## src/rtl/face_window_loader.sv

```systemverilog
// Avalon-MM initiator that copies an integral-image window into the face-detection
// accelerator, starts it, polls for completion, reads the verdict and stops it again.
module face_window_loader #(
    parameter int NUM_WORDS  = 400,
    parameter int START_ADDR = 509,
    parameter int DONE_ADDR  = 510,
    parameter int FACE_ADDR  = 511,
    parameter int POLL_GAP   = 4,
    parameter int MAX_POLLS  = 1024
) (
    input  logic        CLK,
    input  logic        RESET,
    input  logic        START,
    output logic        BUSY,
    output logic        DONE,
    output logic [31:0] IS_FACE,
    output logic        TIMEOUT_ERR,
    output logic        SRC_RD,
    output logic [8:0]  SRC_ADDR,
    input  logic [31:0] SRC_DATA,
    output logic        AVM_CS,
    output logic        AVM_READ,
    output logic        AVM_WRITE,
    output logic [3:0]  AVM_BYTE_EN,
    output logic [8:0]  AVM_ADDR,
    output logic [31:0] AVM_WRITEDATA,
    input  logic [31:0] AVM_READDATA,
    input  logic        AVM_WAITREQUEST
);

    localparam int PCW = $clog2(MAX_POLLS + 1);
    localparam int GCW = $clog2(POLL_GAP + 1);

    localparam logic [8:0]     IDX_LAST = 9'(NUM_WORDS - 1);
    localparam logic [8:0]     A_START  = 9'(START_ADDR);
    localparam logic [8:0]     A_DONE   = 9'(DONE_ADDR);
    localparam logic [8:0]     A_FACE   = 9'(FACE_ADDR);
    localparam logic [PCW-1:0] POLL_MAX = PCW'(MAX_POLLS);
    localparam logic [GCW-1:0] GAP_LAST = GCW'(POLL_GAP - 1);

    typedef enum logic [3:0] {
        IDLE, CLR_DONE, FETCH, WR_DATA, WR_START,
        POLL_RD, POLL_WAIT, RD_FACE, WR_STOP, FINISH
    } state_t;

    state_t          state, state_d;
    logic [8:0]      idx, idx_d;
    logic [PCW-1:0]  polls, polls_d;
    logic [GCW-1:0]  gap, gap_d;
    logic            tmo, tmo_d;
    logic            fresh, fresh_d;
    logic [31:0]     wdata_hold, wdata_d;
    logic [31:0]     face_d;
    logic            terr_d, busy_d, done_d;
    logic            cs_d, read_d, write_d, src_rd_d;
    logic [8:0]      addr_d, src_addr_d;
    logic            xfer;

    assign xfer        = AVM_CS && !AVM_WAITREQUEST;
    assign AVM_BYTE_EN = {4{AVM_CS}};
    // Source RAM data is only valid in the first WR_DATA cycle; a stalled write replays the held copy.
    assign AVM_WRITEDATA = fresh ? SRC_DATA : wdata_hold;

    always_comb begin
        state_d = state;
        idx_d   = idx;
        polls_d = polls;
        gap_d   = gap;
        tmo_d   = tmo;
        face_d  = IS_FACE;
        terr_d  = TIMEOUT_ERR;
        busy_d  = BUSY;
        case (state)
            IDLE: begin
                if (START) begin
                    state_d = CLR_DONE;
                    idx_d   = '0;
                    tmo_d   = 1'b0;
                    face_d  = '0;
                    terr_d  = 1'b0;
                    busy_d  = 1'b1;
                end
            end
            CLR_DONE: if (xfer) state_d = FETCH;
            FETCH:    state_d = WR_DATA;
            WR_DATA: begin
                if (xfer) begin
                    if (idx == IDX_LAST) begin
                        state_d = WR_START;
                    end else begin
                        idx_d   = idx + 9'd1;
                        state_d = FETCH;
                    end
                end
            end
            WR_START: begin
                if (xfer) begin
                    state_d = POLL_RD;
                    polls_d = '0;
                end
            end
            POLL_RD: begin
                if (xfer) begin
                    if (AVM_READDATA[15:0] != 16'd0) begin
                        state_d = RD_FACE;
                    end else begin
                        polls_d = polls + PCW'(1);
                        if (polls + PCW'(1) == POLL_MAX) begin
                            state_d = WR_STOP;
                            tmo_d   = 1'b1;
                        end else begin
                            state_d = POLL_WAIT;
                            gap_d   = '0;
                        end
                    end
                end
            end
            POLL_WAIT: begin
                if (gap == GAP_LAST) state_d = POLL_RD;
                else                 gap_d   = gap + GCW'(1);
            end
            RD_FACE: begin
                if (xfer) begin
                    face_d  = AVM_READDATA;
                    state_d = WR_STOP;
                end
            end
            WR_STOP: begin
                if (xfer) begin
                    state_d = FINISH;
                    busy_d  = 1'b0;
                    terr_d  = tmo;
                end
            end
            FINISH:  state_d = IDLE;
            default: state_d = IDLE;
        endcase

        // Bus and source strobes are registered, so they are decoded from the next state.
        done_d     = (state_d == FINISH);
        src_rd_d   = (state_d == FETCH);
        src_addr_d = (state_d == FETCH) ? idx_d : 9'd0;
        read_d     = (state_d == POLL_RD) || (state_d == RD_FACE);
        write_d    = (state_d == CLR_DONE) || (state_d == WR_DATA) ||
                     (state_d == WR_START) || (state_d == WR_STOP);
        cs_d       = read_d || write_d;
        fresh_d    = (state_d == WR_DATA) && (state == FETCH);
        case (state_d)
            CLR_DONE, POLL_RD: addr_d = A_DONE;
            WR_DATA:           addr_d = idx_d;
            WR_START, WR_STOP: addr_d = A_START;
            RD_FACE:           addr_d = A_FACE;
            default:           addr_d = 9'd0;
        endcase
        case (state_d)
            WR_START: wdata_d = 32'd1;
            WR_DATA:  wdata_d = AVM_WRITEDATA;
            default:  wdata_d = 32'd0;
        endcase
    end

    always_ff @(posedge CLK or posedge RESET) begin
        if (RESET) begin
            state       <= IDLE;
            idx         <= '0;
            polls       <= '0;
            gap         <= '0;
            tmo         <= 1'b0;
            fresh       <= 1'b0;
            wdata_hold  <= '0;
            BUSY        <= 1'b0;
            DONE        <= 1'b0;
            IS_FACE     <= '0;
            TIMEOUT_ERR <= 1'b0;
            SRC_RD      <= 1'b0;
            SRC_ADDR    <= '0;
            AVM_CS      <= 1'b0;
            AVM_READ    <= 1'b0;
            AVM_WRITE   <= 1'b0;
            AVM_ADDR    <= '0;
        end else begin
            state       <= state_d;
            idx         <= idx_d;
            polls       <= polls_d;
            gap         <= gap_d;
            tmo         <= tmo_d;
            fresh       <= fresh_d;
            wdata_hold  <= wdata_d;
            BUSY        <= busy_d;
            DONE        <= done_d;
            IS_FACE     <= face_d;
            TIMEOUT_ERR <= terr_d;
            SRC_RD      <= src_rd_d;
            SRC_ADDR    <= src_addr_d;
            AVM_CS      <= cs_d;
            AVM_READ    <= read_d;
            AVM_WRITE   <= write_d;
            AVM_ADDR    <= addr_d;
        end
    end

endmodule
```

## config.mk

```make
export PLATFORM = sky130hd
export DESIGN_NAME = face_window_loader
export DESIGN_NICKNAME = d
export VERILOG_FILES = /design/src/rtl/face_window_loader.sv
export SDC_FILE = /design/constraint.sdc
export NUM_CORES = 1
export LEC_CHECK = 0
export BUFFER_PORTS_ARGS = -buffer_cell sky130_fd_sc_hd__buf_2
export CORE_UTILIZATION = 47
export CTS_CLUSTER_DIAMETER = 50
export DETAILED_ROUTE_END_ITERATION = 10
export GPL_ROUTABILITY_DRIVEN = 0
export PLACE_DENSITY = 0.76
export SYNTH_ARGS = -nofsm -noshare
export SYNTH_HDL_FRONTEND = slang
export SYNTH_SLANG_ARGS = --single-unit
```

## constraint.sdc

```tcl
create_clock -name CLK -period 3.4 [get_ports CLK]
set_clock_uncertainty 0.1 [all_clocks]
set_input_delay 0.34 -clock CLK [delete_from_list [all_inputs] [get_ports CLK]]
set_output_delay 0.34 -clock CLK [all_outputs]
set_load 0.005 [all_outputs]
```

==> impl_metrics.xml <==
<?xml version="1.0" encoding="UTF-8"?>
<metrics>
  <group name="outcome">
    <metric name="outcome" unit="">finished, violations left</metric>
    <metric name="violations_in_the_final_reports" unit="">DRC</metric>
  </group>
  <group name="worst_setup_path">
    <metric name="critical_path_required" unit="ns">3.58</metric>
    <metric name="critPathArrivalTime" unit="ns">3.24</metric>
    <metric name="crit_chain" unit="">ha_1 &gt; nand4_1 &gt; nor4_1 &gt; a311oi_2 &gt; or4b_4 &gt; a21oi_1 &gt; or4_1 &gt; nor2_1</metric>
    <metric name="kind_of_end_point_of_the_critical_path" unit="">flop</metric>
    <metric name="timing.reg2reg.worst_path_depth" unit="">8</metric>
    <metric name="startpoint_type" unit="">flop</metric>
    <metric name="cpPeakStageDelay" unit="ns">0.60</metric>
    <metric name="critPathSlowestCell" unit="">sky130_fd_sc_hd__or4b_4</metric>
    <metric name="critPathKind" unit="">reg2reg</metric>
    <metric name="startpoint_of_the_most_critical_register_to_register_path" unit="">polls[0]$_DFFE_PP0P_</metric>
    <metric name="timing.critical_path.fanout_max" unit="">10</metric>
    <metric name="reg2reg_setup_slack" unit="ns">0.34</metric>
    <metric name="critical_path.reg2reg.endpoint" unit="">SRC_ADDR[8]$_DFF_PP0_</metric>
  </group>
  <group name="timing">
    <metric name="report.final.setup_viol" unit="">0</metric>
    <metric name="report.final.slew_viol_count" unit="">0</metric>
    <metric name="hold_viol" unit="">0</metric>
    <metric name="layout_worst_path_cycle_share" unit="%">90.0</metric>
    <metric name="min_period" unit="ns">3.06</metric>
    <metric name="achievable-frequency" unit="GHz">0.327</metric>
    <metric name="setup-tns-final" unit="ns">0</metric>
    <metric name="unrepaired_setup_endpoints_after_global_routing" unit="">false</metric>
    <metric name="worstMarginPinSlew" unit="ns">0.932</metric>
    <metric name="slew_headroom" unit="%">37.8</metric>
  </group>
  <group name="drt">
    <metric name="detailed_route_vias_per_instance" unit="">5.37</metric>
    <metric name="firstDrtPassIters" unit="">10</metric>
    <metric name="post-route-drc-count" unit="">1</metric>
    <metric name="postRouteWirelength" unit="um">13100</metric>
    <metric name="drt-initial-drc-count" unit="">422</metric>
    <metric name="detail_route.wl_per_cell" unit="um">15.1</metric>
    <metric name="detailroute.via_count" unit="">4646</metric>
    <metric name="antenna_violating_nets_remaining" unit="">0</metric>
  </group>
  <group name="layout">
    <metric name="final_net_count" unit="">782</metric>
    <metric name="layout-drive-gt1-share" unit="%">34.3</metric>
    <metric name="finish.cell_count_without_fillers" unit="">865</metric>
    <metric name="syn_to_final_growth" unit="%">27.4</metric>
    <metric name="fill_cells" unit="">950</metric>
    <metric name="num_antenna_cells" unit="">0</metric>
  </group>
  <group name="clock_tree">
    <metric name="cts_buffer_depth" unit="">2</metric>
    <metric name="clock_tree.htree_level_count" unit="">4</metric>
    <metric name="numCtsBuffers" unit="">17</metric>
    <metric name="ctsResizeCount" unit="">0</metric>
    <metric name="cts_hold_buf" unit="">0</metric>
    <metric name="cts.clk_slew.worst_paths" unit="ns">0.05</metric>
    <metric name="cts.sinks" unit="">118</metric>
    <metric name="postCtsSetupBuffers" unit="">0</metric>
    <metric name="cts_root_buffer" unit="">sky130_fd_sc_hd__clkbuf_16</metric>
    <metric name="cts_tree" unit="">yes</metric>
    <metric name="clk-insertion-delay-late" unit="ns">0.41</metric>
  </group>
  <group name="floorplan">
    <metric name="die-area" unit="sq um">12200</metric>
    <metric name="floorplan.initialDensity" unit="%">48.3</metric>
    <metric name="chip_width" unit="um">110</metric>
    <metric name="io_pins" unit="">161</metric>
    <metric name="placement_rows" unit="">39</metric>
    <metric name="dieHeight" unit="um">110</metric>
    <metric name="core_area" unit="sq um">11400</metric>
  </group>
  <group name="synthesis">
    <metric name="synth_enable_flop_cells" unit="">0</metric>
    <metric name="netlist.top_cell.by_area" unit="">sky130_fd_sc_hd__dfrtp_1</metric>
    <metric name="syn-instance-count" unit="">558</metric>
    <metric name="yosys_warnings" unit="">0</metric>
    <metric name="async_reset_ff_share" unit="%">100</metric>
    <metric name="predominant_post_synthesis_flop_cell" unit="">sky130_fd_sc_hd__dfrtp_1</metric>
    <metric name="synth_sequential_area_ratio" unit="%">53.6</metric>
    <metric name="syn_area_per_cell" unit="sq um">9.88</metric>
    <metric name="netlist-cell-type-count" unit="">55</metric>
    <metric name="yosys.area.top_type_share" unit="%">53.6</metric>
    <metric name="top_cells_by_area_in_the_synthesized_netlist" unit="">sky130_fd_sc_hd__dfrtp_1 54%, sky130_fd_sc_hd__mux2_2 7.4%, sky130_fd_sc_hd__nand2_1 6.3%</metric>
    <metric name="post_synthesis_net_count" unit="">631</metric>
    <metric name="number_of_synthesized_register_bits" unit="">118</metric>
    <metric name="synthesized_cell_area" unit="sq um">5510</metric>
  </group>
  <group name="pwr">
    <metric name="power.density_cell_area" unit="nW/um^2">653</metric>
    <metric name="max-vdd-ir-drop" unit="V">0.000413</metric>
    <metric name="p_leak" unit="nW">3.54</metric>
  </group>
  <group name="grt">
    <metric name="grt_antenna_before_repair" unit="">0</metric>
    <metric name="globalRoute.totalOverflow" unit="">0</metric>
    <metric name="grt_pass1_vias" unit="">4227</metric>
    <metric name="grt_pass1_wl" unit="um">20100</metric>
    <metric name="grt_max_degree" unit="">76</metric>
    <metric name="globalRouteTotalUtil" unit="%">21.8</metric>
  </group>
  <group name="placement">
    <metric name="dp.cells" unit="">833</metric>
    <metric name="place.detailed.hpwl" unit="um">9040</metric>
    <metric name="number_of_port_buffers" unit="">160</metric>
  </group>
  <group name="min_path">
    <metric name="min_path_type" unit="">in2async</metric>
  </group>
  <group name="job">
    <metric name="maxCapViolations" unit="">0</metric>
  </group>
</metrics>
cell usage in the layout (no fill, tap or decap), types with 5 or more instances in the layout:
cell and instances:
sky130_fd_sc_hd__clkinvlp_4 6, sky130_fd_sc_hd__a31oi_1 6, sky130_fd_sc_hd__clkbuf_16 17, sky130_fd_sc_hd__o21ai_0 60
sky130_fd_sc_hd__nor4_1 8, sky130_fd_sc_hd__nor2_1 30, sky130_fd_sc_hd__mux2_2 36, sky130_fd_sc_hd__buf_4 8
sky130_fd_sc_hd__inv_1 19, sky130_fd_sc_hd__a21oi_1 12, sky130_fd_sc_hd__and3_1 8, sky130_fd_sc_hd__nand4_1 11
sky130_fd_sc_hd__nor2b_1 35, sky130_fd_sc_hd__ha_1 5, sky130_fd_sc_hd__nor3_1 6, sky130_fd_sc_hd__buf_2 160
sky130_fd_sc_hd__nand2_1 93, sky130_fd_sc_hd__nand3_1 12, sky130_fd_sc_hd__dfrtp_1 118, sky130_fd_sc_hd__o31ai_1 6
critical path, delay by kind of cell, from the launching register on:
| kind | cells | cell delay, ns |
|---|---|---|
| fa+ha+maj | 1 | 0.30 |
| compound gates | 2 | 0.36 |
| simple gates | 5 | 1.71 |
| flops | 1 | 0.46 |
state kept, by name, summed over array words and instances (netlist names):
signal,flops
AVM_WRITE,1
AVM_ADDR,9
BUSY,1
gap,3
IS_FACE,32
SRC_ADDR,9
wdata_hold,32
state,4
AVM_READ,1
fresh,1
idx,9
AVM_CS,1
SRC_RD,1
polls,11
DONE,1
tmo,1
TIMEOUT_ERR,1
how the worst max path moves through the flow:
stage	depth (start not counted)	slack (ns)	endpoint	from
6_report	8	0.34	SRC_ADDR[8]$_DFF_PP0_	polls[0]$_DFFE_PP0P_
5_1_grt	9	0.15	AVM_ADDR[3]$_DFF_PP0_	polls[1]$_DFFE_PP0P_
4_1_cts	8	0.38	SRC_ADDR[8]$_DFF_PP0_	polls[0]$_DFFE_PP0P_
3_5_place_dp	8	0.43	SRC_ADDR[3]$_DFF_PP0_	polls[0]$_DFFE_PP0P_
3_3_place_gp	9	0.52	AVM_ADDR[8]$_DFF_PP0_	AVM_READDATA[11]
2_1_floorplan	9	0.73	AVM_ADDR[3]$_DFF_PP0_	polls[2]$_DFFE_PP0P_
kinds of logic (layout without fill, tap and decap cells):
kind of cell / Yosys count / in the layout / share of synthesized area, %
flip-flops: 118 / 118 / 53.6
adder cells (fa/ha/maj): 5 / 5 / 1.13
AND/OR/NAND/NOR: 227 / 227 / 20.6
AO/OA/AOI/OAI: 110 / 110 / 12.0
buffers and inverters: 58 / 222 / 4.67
multiplexers: 37 / 37 / 7.53
XOR/XNOR: 3 / 3 / 0.477
report_power, final:
group          switching (mW)  leakage [nW]  internal (mW)
combinational           0.659          1.65          0.504
sequential             0.0860          1.61           1.54
clock                   0.634         0.278           1.17
Yosys cell counts (all sizes together), types with 4 or more instances:
library cell	n
buf	16
and2	5
dfrtp	118
and3	8
nor2	31
nand3	12
o31ai	6
nor3	6
a31oi	6
nor2b	35
nand4	11
a21oi	14
mux2	36
o21ai	60
ha	5
clkbuf	22
nand2	93
nor4	9
o21a	4
inv	20
metal layers:
layer | GRT usage, % | part of all wire [%]
met1 | 28.4 | 43
met2 | 35.1 | 49
met3 | 5.76 | 6.3
met4 | 7.80 | 1.5
met5 | 0 | 0
metrics by stage:
stage	worst slack, ns	hold WS (ns)	total power, mW	area (sq um)	utilization (%)
after floorplan	0.734	0.339	2.41	5520	-
after global placement	0.520	0.350	2.77	6430	56.3
after detailed placement	0.435	0.365	2.80	6430	56.3
after CTS	0.384	0.0547	4.62	7030	61.5
after global routing	0.146	0.0730	4.84	7030	61.5
final	0.339	0.0233	4.59	7030	61.5
area by class of cell:
cell class              count  area, sq um  area share (%)
clock buffers              20          447            6.36
clock inverters            12          151            2.15
inverters                  20         78.8            1.12
multi-input cells         382         2320            33.0
flip-flops and latches    118         2950            42.0
well taps                 143          179            2.55
repair buffers            170          901            12.8
Power figures use the tool's default switching activity.
